## src/rtl/vga_motion_pkg.sv

```systemverilog
`default_nettype none
// ============================================================================
// Module      : vga_motion_pkg
// Description : Shared types and constants for the VGA object motion
//               controller: FSM state encoding, axis direction and the
//               internal axis arithmetic width.
// Revision    : 1.0 - initial release
// ============================================================================
package vga_motion_pkg;

    // Internal axis width: one bit wider than the 10-bit pixel coordinates so
    // that pos+step and pos+OBJECT_SIZE never wrap.
    localparam int AXIS_W = 11;

    typedef enum logic [1:0] {
        S_WAIT   = 2'd0,
        S_CALC   = 2'd1,
        S_COMMIT = 2'd2
    } state_t;

    typedef enum logic {
        DIR_INC = 1'b0,
        DIR_DEC = 1'b1
    } dir_t;

endpackage
`default_nettype wire

```

## src/rtl/motion_axis_step.sv

```systemverilog
`default_nettype none
// ============================================================================
// Module      : motion_axis_step
// Description : Combinational single-axis move/bounce step. Advances the
//               position by step in the current direction and clamps to
//               [0, limit], flipping direction and flagging a bounce when a
//               wall is reached. A zero step never moves or bounces.
// Ports       : i_pos       current position
//               i_dir       current direction
//               i_step      pixels to move this frame (0..7)
//               i_limit     highest legal position
//               o_next_pos  position after the step
//               o_next_dir  direction after the step
//               o_bounce    1 when a wall was hit
// Revision    : 1.0 - initial release
// ============================================================================
module motion_axis_step
    import vga_motion_pkg::*;
(
    input  logic [AXIS_W-1:0] i_pos,
    input  dir_t              i_dir,
    input  logic [2:0]        i_step,
    input  logic [AXIS_W-1:0] i_limit,
    output logic [AXIS_W-1:0] o_next_pos,
    output dir_t              o_next_dir,
    output logic              o_bounce
);

    logic [AXIS_W-1:0] w_step_ext;
    logic [AXIS_W-1:0] w_sum;

    assign w_step_ext = AXIS_W'(i_step);
    assign w_sum      = i_pos + w_step_ext;

    always_comb begin
        o_next_pos = i_pos;
        o_next_dir = i_dir;
        o_bounce   = 1'b0;
        // A stationary object parked on a wall must not re-bounce every frame.
        if (i_step != 3'd0) begin
            if (i_dir == DIR_INC) begin
                if (w_sum >= i_limit) begin
                    o_next_pos = i_limit;
                    o_next_dir = DIR_DEC;
                    o_bounce   = 1'b1;
                end else begin
                    o_next_pos = w_sum;
                end
            end else begin
                if (i_pos <= w_step_ext) begin
                    o_next_pos = '0;
                    o_next_dir = DIR_INC;
                    o_bounce   = 1'b1;
                end else begin
                    o_next_pos = i_pos - w_step_ext;
                end
            end
        end
    end

endmodule
`default_nettype wire

```

## src/rtl/vga_object_motion_ctrl.sv

```systemverilog
`default_nettype none
// ============================================================================
// Module      : vga_object_motion_ctrl
// Description : Per-frame motion controller for a square object on a 640x480
//               display. Detects the frame boundary from the VGA pixel
//               coordinates, computes the next position into shadow
//               registers and commits it in one cycle during vertical
//               blanking, so no frame shows a torn object. Also produces the
//               registered object_on flag for the colour datapath.
// Ports       : i_clock, i_reset        50 MHz clock, async active-high reset
//               i_pixel_en              25 MHz pixel strobe
//               i_pixel_X_pos/Y_pos     current pixel coordinates
//               i_speed, i_pause        per-frame step and hold control
//               o_obj_col, o_obj_row    committed top-left position
//               o_object_on             current pixel is inside the object
//               o_frame_tick            one-clock pulse on each commit
//               o_bounce_count          frames with a bounce, mod 256
// Revision    : 1.0 - initial release
// ============================================================================
module vga_object_motion_ctrl
    import vga_motion_pkg::*;
#(
    parameter int H_RES       = 640,
    parameter int V_RES       = 480,
    parameter int OBJECT_SIZE = 40,
    parameter int INIT_COL    = 300,
    parameter int INIT_ROW    = 220,
    parameter int TRIGGER_ROW = 480
) (
    input  logic       i_clock,
    input  logic       i_reset,
    input  logic       i_pixel_en,
    input  logic [9:0] i_pixel_X_pos,
    input  logic [9:0] i_pixel_Y_pos,
    input  logic [2:0] i_speed,
    input  logic       i_pause,
    output logic [9:0] o_obj_col,
    output logic [9:0] o_obj_row,
    output logic       o_object_on,
    output logic       o_frame_tick,
    output logic [7:0] o_bounce_count
);

    localparam logic [AXIS_W-1:0] c_limit_x  = AXIS_W'(H_RES - OBJECT_SIZE);
    localparam logic [AXIS_W-1:0] c_limit_y  = AXIS_W'(V_RES - OBJECT_SIZE);
    localparam logic [AXIS_W-1:0] c_size     = AXIS_W'(OBJECT_SIZE);
    localparam logic [AXIS_W-1:0] c_init_col = AXIS_W'(INIT_COL);
    localparam logic [AXIS_W-1:0] c_init_row = AXIS_W'(INIT_ROW);
    localparam logic [9:0]        c_trig_row = 10'(TRIGGER_ROW);

    state_t            r_state;
    state_t            w_state_next;

    logic [2:0]        r_eff_step;
    logic [AXIS_W-1:0] r_col;
    logic [AXIS_W-1:0] r_row;
    dir_t              r_dir_x;
    dir_t              r_dir_y;
    logic [7:0]        r_bounce_count;
    logic              r_frame_tick;
    logic              r_object_on;

    // Shadow registers filled in S_CALC and copied out in S_COMMIT.
    logic [AXIS_W-1:0] r_next_col;
    logic [AXIS_W-1:0] r_next_row;
    dir_t              r_next_dir_x;
    dir_t              r_next_dir_y;
    logic              r_bounce;

    logic              w_trigger;
    logic [AXIS_W-1:0] w_next_col;
    logic [AXIS_W-1:0] w_next_row;
    dir_t              w_next_dir_x;
    dir_t              w_next_dir_y;
    logic              w_bounce_x;
    logic              w_bounce_y;
    logic [AXIS_W-1:0] w_x;
    logic [AXIS_W-1:0] w_y;
    logic              w_inside;

    // Column 0 of the first blank line: the visible frame has just ended.
    assign w_trigger = i_pixel_en && (i_pixel_X_pos == 10'd0) &&
                       (i_pixel_Y_pos == c_trig_row);

    motion_axis_step u_axis_x (
        .i_pos      (r_col),
        .i_dir      (r_dir_x),
        .i_step     (r_eff_step),
        .i_limit    (c_limit_x),
        .o_next_pos (w_next_col),
        .o_next_dir (w_next_dir_x),
        .o_bounce   (w_bounce_x)
    );

    motion_axis_step u_axis_y (
        .i_pos      (r_row),
        .i_dir      (r_dir_y),
        .i_step     (r_eff_step),
        .i_limit    (c_limit_y),
        .o_next_pos (w_next_row),
        .o_next_dir (w_next_dir_y),
        .o_bounce   (w_bounce_y)
    );

    // FSM state register
    always_ff @(posedge i_clock or posedge i_reset) begin
        if (i_reset) begin
            r_state <= S_WAIT;
        end else begin
            r_state <= w_state_next;
        end
    end

    // FSM next state; triggers outside S_WAIT are dropped, never queued.
    always_comb begin
        w_state_next = r_state;
        case (r_state)
            S_WAIT:   if (w_trigger) w_state_next = S_CALC;
            S_CALC:   w_state_next = S_COMMIT;
            S_COMMIT: w_state_next = S_WAIT;
            default:  w_state_next = S_WAIT;
        endcase
    end

    // Position/direction datapath
    always_ff @(posedge i_clock or posedge i_reset) begin
        if (i_reset) begin
            r_eff_step     <= 3'd0;
            r_col          <= c_init_col;
            r_row          <= c_init_row;
            r_dir_x        <= DIR_INC;
            r_dir_y        <= DIR_INC;
            r_bounce_count <= 8'd0;
            r_frame_tick   <= 1'b0;
            r_next_col     <= c_init_col;
            r_next_row     <= c_init_row;
            r_next_dir_x   <= DIR_INC;
            r_next_dir_y   <= DIR_INC;
            r_bounce       <= 1'b0;
        end else begin
            r_frame_tick <= 1'b0;
            case (r_state)
                S_WAIT: begin
                    if (w_trigger) begin
                        r_eff_step <= i_pause ? 3'd0 : i_speed;
                    end
                end
                S_CALC: begin
                    r_next_col   <= w_next_col;
                    r_next_row   <= w_next_row;
                    r_next_dir_x <= w_next_dir_x;
                    r_next_dir_y <= w_next_dir_y;
                    // A corner hit is a single bounce event.
                    r_bounce     <= w_bounce_x | w_bounce_y;
                end
                S_COMMIT: begin
                    r_col        <= r_next_col;
                    r_row        <= r_next_row;
                    r_dir_x      <= r_next_dir_x;
                    r_dir_y      <= r_next_dir_y;
                    r_frame_tick <= 1'b1;
                    if (r_bounce) begin
                        r_bounce_count <= r_bounce_count + 8'd1;
                    end
                end
                default: ;
            endcase
        end
    end

    // Pixel hit test against the committed position, one clock of latency.
    assign w_x      = AXIS_W'(i_pixel_X_pos);
    assign w_y      = AXIS_W'(i_pixel_Y_pos);
    assign w_inside = (w_x >= r_col) && (w_x < r_col + c_size) &&
                      (w_y >= r_row) && (w_y < r_row + c_size);

    always_ff @(posedge i_clock or posedge i_reset) begin
        if (i_reset) begin
            r_object_on <= 1'b0;
        end else begin
            r_object_on <= w_inside;
        end
    end

    assign o_obj_col      = r_col[9:0];
    assign o_obj_row      = r_row[9:0];
    assign o_object_on    = r_object_on;
    assign o_frame_tick   = r_frame_tick;
    assign o_bounce_count = r_bounce_count;

endmodule
`default_nettype wire

```

## config.mk

```make
export PLATFORM = sky130hd
export DESIGN_NAME = vga_object_motion_ctrl
export DESIGN_NICKNAME = d
export VERILOG_FILES = /design/src/rtl/vga_motion_pkg.sv /design/src/rtl/motion_axis_step.sv /design/src/rtl/vga_object_motion_ctrl.sv
export SDC_FILE = /design/constraint.sdc
export NUM_CORES = 1
export LEC_CHECK = 0
export ABC_AREA = 0
export CAP_MARGIN = 40
export CORE_MARGIN = 10
export CORE_UTILIZATION = 55
export CTS_CLUSTER_DIAMETER = 120
export DETAILED_ROUTE_END_ITERATION = 12
export GPL_TIMING_DRIVEN = 0
export PLACE_DENSITY = 0.74
export SLEW_MARGIN = 25
export SYNTH_ARGS = -nofsm -noshare
export SYNTH_HDL_FRONTEND = slang
export SYNTH_SLANG_ARGS = --single-unit
```

## constraint.sdc

```tcl
create_clock -name i_clock -period 3.9 [get_ports i_clock]
set_input_delay 0.78 -clock i_clock [delete_from_list [all_inputs] [get_ports i_clock]]
set_output_delay 0.78 -clock i_clock [all_outputs]
set_load 0.005 [all_outputs]
```

==> impl_results.html <==
<table>
<tr><th>Metric</th><th>Value</th></tr>
<tr><th colspan="2">Floorplanning</th></tr>
<tr><td>CORE AREA</td><td>9640 um2</td></tr>
<tr><td>Vertical die dimension</td><td>119 um</td></tr>
<tr><td>Horizontal extent of the die</td><td>119 um</td></tr>
<tr><td>Num ports</td><td>57</td></tr>
<tr><td>Area enclosed by the die boundary</td><td>14,200 um2</td></tr>
<tr><td>Number of rows in the core area</td><td>36</td></tr>
<tr><td>Initial standard-cell utilization of the core</td><td>55.9%</td></tr>
<tr><th colspan="2">STA</th></tr>
<tr><td>Unrepaired setup endpoints after global routing</td><td>false</td></tr>
<tr><td>Final min period</td><td>3.27 ns</td></tr>
<tr><td>Final critical-path share of the clock period</td><td>83.7%</td></tr>
<tr><td>Top achievable clock speed</td><td>306 MHz</td></tr>
<tr><td>Max Slew Vio Count</td><td>0</td></tr>
<tr><td>Setup TNS</td><td>0 ns</td></tr>
<tr><td>Final setup slack of the worst path</td><td>0.634 ns</td></tr>
<tr><td>Final Setup Violations</td><td>0</td></tr>
<tr><td>Clock skew after layout</td><td>0.0184 ns</td></tr>
<tr><td>Worst max-slew margin expressed relative to the limit</td><td>53.0%</td></tr>
<tr><td>Slew @ Worst Pin</td><td>0.705 ns</td></tr>
<tr><td>Final hold violations</td><td>0</td></tr>
<tr><th colspan="2">Detailed routing</th></tr>
<tr><td>Number of optimization iterations in the first detailed-route pass</td><td>5</td></tr>
<tr><td>DR WL/cell</td><td>19.9 um</td></tr>
<tr><td>Detail Route Antenna Nets</td><td>0</td></tr>
<tr><td>DR DRC count</td><td>0</td></tr>
<tr><td>Average vias per placed instance</td><td>6.12</td></tr>
<tr><td>Via count</td><td>5,171</td></tr>
<tr><td>Starting DRT DRC Count</td><td>398</td></tr>
<tr><td>Aggregate routed wire length</td><td>16.8 mm</td></tr>
<tr><th colspan="2">Place</th></tr>
<tr><td>Pre-CTS worst setup slack</td><td>0.683 ns</td></tr>
<tr><td>Weighted congestion at the end of routability-driven global placement</td><td>0.972</td></tr>
<tr><td>Placed instance count</td><td>829</td></tr>
<tr><td>Input/output buffers</td><td>56</td></tr>
<tr><td>HPWL after DPL</td><td>12.7 mm</td></tr>
<tr><th colspan="2">Status</th></tr>
<tr><td>Result of the run</td><td>finished, final reports clean</td></tr>
<tr><th colspan="2">Critical path</th></tr>
<tr><td>Reg2reg path depth</td><td>9</td></tr>
<tr><td>FF-to-FF End</td><td>r_next_col[8]</td></tr>
<tr><td>Slack of the worst reg-to-reg path</td><td>0.63 ns</td></tr>
<tr><td>Worst EP arrival</td><td>3.55 ns</td></tr>
<tr><td>Crit start category</td><td>flop</td></tr>
<tr><td>Maximum fanout count along the critical path</td><td>7</td></tr>
<tr><td>Worst endpoint required time</td><td>4.18 ns</td></tr>
<tr><td>Critical Path End Type</td><td>flop</td></tr>
<tr><td>Classification of the worst setup path</td><td>flop to flop</td></tr>
<tr><td>Origin of the critical flop-to-flop path</td><td>r_eff_step[0]</td></tr>
<tr><th colspan="2">Clock network</th></tr>
<tr><td>Total setup buffers inserted after CTS</td><td>0</td></tr>
<tr><td>Depth of the CTS H-tree</td><td>3</td></tr>
<tr><td>Skew-Pair Late Insertion Delay</td><td>0.36 ns</td></tr>
<tr><td>CTS resizes</td><td>0</td></tr>
<tr><td>CTS clk-pin slew, worst paths</td><td>0.08 ns</td></tr>
<tr><td>TritonCTS clock tree</td><td>built</td></tr>
<tr><td># hold bufs at CTS</td><td>0</td></tr>
<tr><td>Max clock buf depth</td><td>2</td></tr>
<tr><td>Number of sinks on the clock net</td><td>64</td></tr>
<tr><td>Clock buffers created by TritonCTS</td><td>9</td></tr>
<tr><td>Clk root buf</td><td>clkbuf_8</td></tr>
<tr><th colspan="2">GRT</th></tr>
<tr><td>Maximum number of pins on one net before global-route repair</td><td>38</td></tr>
<tr><td>Overall global routing resource usage</td><td>23.8%</td></tr>
<tr><td>Global-route wire length before repair</td><td>27.6 mm</td></tr>
<tr><td>Via count of the first global-routing pass</td><td>5,231</td></tr>
<tr><td>Sum of overflow across all layers after global routing</td><td>0</td></tr>
<tr><td>Initial antenna violation count</td><td>0</td></tr>
<tr><th colspan="2">Logic synthesis</th></tr>
<tr><td>Sequential cell area fraction in the yosys report</td><td>30.1%</td></tr>
<tr><td>Share of synthesized cell area in full adder, half adder and majority cells</td><td>13.6%</td></tr>
<tr><td>Top cell type's share of synthesized area</td><td>21.4%</td></tr>
<tr><td>Fraction of registers with async set or reset after synthesis</td><td>100%</td></tr>
<tr><td>Compound-gate portion of the synthesized area</td><td>22.3%</td></tr>
<tr><td>Main synth FF type</td><td>dfrtp_1</td></tr>
<tr><td>Post-synthesis register bit count</td><td>64</td></tr>
<tr><td>Main combinational cell family by area after synthesis</td><td>compound AO/OA/AOI/OAI gates</td></tr>
<tr><td>Largest cells by area after synthesis</td><td>dfrtp_1 (21%), ha_1 (12%), dfstp_2 (8.8%)</td></tr>
<tr><td>Syn Nets</td><td>722</td></tr>
<tr><td>Multiplexer share of the synthesized area</td><td>1.42%</td></tr>
<tr><td>Avg Inst Size Synth</td><td>8.44 um2</td></tr>
<tr><td>Cell type with the highest aggregate area in the netlist</td><td>dfrtp_1</td></tr>
<tr><td>Gate count of the mapped netlist</td><td>639</td></tr>
<tr><td>Synth unique cells</td><td>77</td></tr>
<tr><td>Cell area after technology mapping</td><td>5390 um2</td></tr>
<tr><td>EDFF count, synth</td><td>0</td></tr>
<tr><td>Synthesized-area fraction occupied by xor and xnor cells</td><td>5.04%</td></tr>
<tr><td>Simple-gate area share of the yosys netlist</td><td>19.4%</td></tr>
<tr><td>Number of warnings issued by yosys</td><td>0</td></tr>
<tr><th colspan="2">Final layout</th></tr>
<tr><td>Final standard cell count with taps included and fillers excluded</td><td>845</td></tr>
<tr><td>Filler Cell Count</td><td>854</td></tr>
<tr><td>Share of cells above drive strength 1</td><td>11.9%</td></tr>
<tr><td>Footprint of the multi-input gates</td><td>3330 um2</td></tr>
<tr><td>Nets</td><td>790</td></tr>
<tr><td>Register area</td><td>1620 um2</td></tr>
<tr><td>Number of antenna diodes</td><td>0</td></tr>
<tr><td>Core utilization of the finished layout</td><td>66.3%</td></tr>
<tr><td>Area Overhead vs Synth</td><td>18.5%</td></tr>
<tr><th colspan="2">Power and ir drop</th></tr>
<tr><td>Leakage power</td><td>2.66 nW</td></tr>
<tr><td>Design Power</td><td>1.50 mW</td></tr>
<tr><td>IR Drop Worst-Case VDD</td><td>0.152 mV</td></tr>
<tr><td>Pwr/cell area</td><td>234 nW/um2</td></tr>
<tr><th colspan="2">Hold path</th></tr>
<tr><td>Endpoint of the worst hold path</td><td>r_row[7]</td></tr>
<tr><td>Min-delay worst type</td><td>flop to flop</td></tr>
<tr><td>Min-delay src</td><td>r_next_row[7]</td></tr>
<tr><td>Cell depth of the worst min-delay path</td><td>2</td></tr>
<tr><th colspan="2">Job</th></tr>
<tr><td>Max-cap violations</td><td>0</td></tr>
</table>
-- sequential cells by signal, summed over array words and instances (netlist names) --
register        count
r_dir_y             1
r_bounce            1
r_row              11
r_next_col         11
r_col              11
r_next_dir_y        1
r_state             2
r_eff_step          3
o_object_on         1
r_next_row         11
o_frame_tick        1
o_bounce_count      8
r_dir_x             1
r_next_dir_x        1
-- worst max-delay path, cell delays in order, from the launching register on --
cell and delay (ns):
dfrtp_1 0.47, ha_1 0.28, fa_1 0.41, nor2b_2 0.22, o2111ai_1 0.39, xnor2_1 0.22
a21oi_1 0.13, a2111oi_4 0.68, o21ai_1 0.19, a31oi_1 0.21
-- power by group --
| group | switching, mW | internal, mW | total [mW] |
|---|---|---|---|
| sequential | 0.000113 | 0.664 | 0.665 |
| clock | 0.302 | 0.432 | 0.735 |
| combinational | 0.0484 | 0.0496 | 0.0980 |
| total | 0.351 | 1.15 | 1.50 |
-- placed cells by master, fill, tap and decap left out, types with 4 or more instances in the layout --
| cell | instances |
|---|---|
| o21ai_0 | 59 |
| o31ai_1 | 8 |
| nand2b_1 | 5 |
| nor2b_1 | 10 |
| nand3_1 | 19 |
| fa_1 | 4 |
| or3_1 | 5 |
| inv_1 | 36 |
| xnor2_1 | 25 |
| clkbuf_8 | 9 |
| dfrtp_1 | 46 |
| mux2_2 | 5 |
| a21oi_1 | 43 |
| o2111ai_1 | 7 |
| buf_2 | 7 |
| nand2_1 | 55 |
| xor2_1 | 6 |
| nor4_1 | 8 |
| clkbuf_1 | 26 |
| clkdlybuf4s50_1 | 56 |
| buf_4 | 20 |
| nor3_1 | 19 |
| ha_1 | 52 |
| nand4_1 | 10 |
| dfstp_2 | 18 |
| o21a_1 | 6 |
| nor2_1 | 46 |
| o22ai_1 | 4 |
| o221ai_1 | 4 |
| a31oi_1 | 13 |
-- area by class of cell --
cell class,instances,share of cell area (%)
Inverter,38,2.27
Sequential cell,64,25.4
Timing Repair Buffer,57,9.09
Buffer,55,4.66
Clock inverter,7,1.96
Tap cell,133,2.60
Multi-Input combinational cell,482,52.1
Clock buffer,9,1.94
-- routing by layer --
layer  GRT usage, %  share of wire [%]  up-vias
met1           28.5                 41     2448
li1               -                  -     2439
met5              0                  0        -
met3           4.68                6.2       65
met4           11.1                4.9        0
met2           40.1                 48      219
-- metrics by stage --
step | hold WS [ns] | instance area [um2]
floorplan | 0.444 | 5390
global placement | 0.458 | 6120
detailed placement | 0.464 | 6140
CTS | 0.486 | 6390
global route | 0.500 | 6390
finish | 0.484 | 6390
-- logic make-up after synthesis --
kind of cell    after synthesis
compound gates              184
xor+xnor                     31
fa+ha+maj                    56
buf+inv                      93
flops                        64
mux                           7
simple gates                204
-- cell usage after synthesis, drive strengths merged (19+ instances only) --
master and instances:
xnor2 25, nand2 55, nand3 19, nor3 19, o21ai 60, buf 29
inv 37, nor2 46, a21oi 43, ha 52, dfrtp 46, clkbuf 26
-- worst max path at each step --
stage / startpoint / to / slack (ns) / depth (start not counted)
floorplan: r_eff_step[1] / r_next_col[6] / 1.16 / 9
global placement: i_reset / r_row[5] / 0.43 / 2
detailed placement: r_eff_step[1] / r_next_col[2] / 0.68 / 9
CTS: r_eff_step[1] / r_next_col[8] / 0.65 / 9
global route: r_eff_step[1] / r_next_col[8] / 0.35 / 9
finish: r_eff_step[0] / r_next_col[8] / 0.63 / 9
Note: power is estimated with default switching activity, not from simulation.
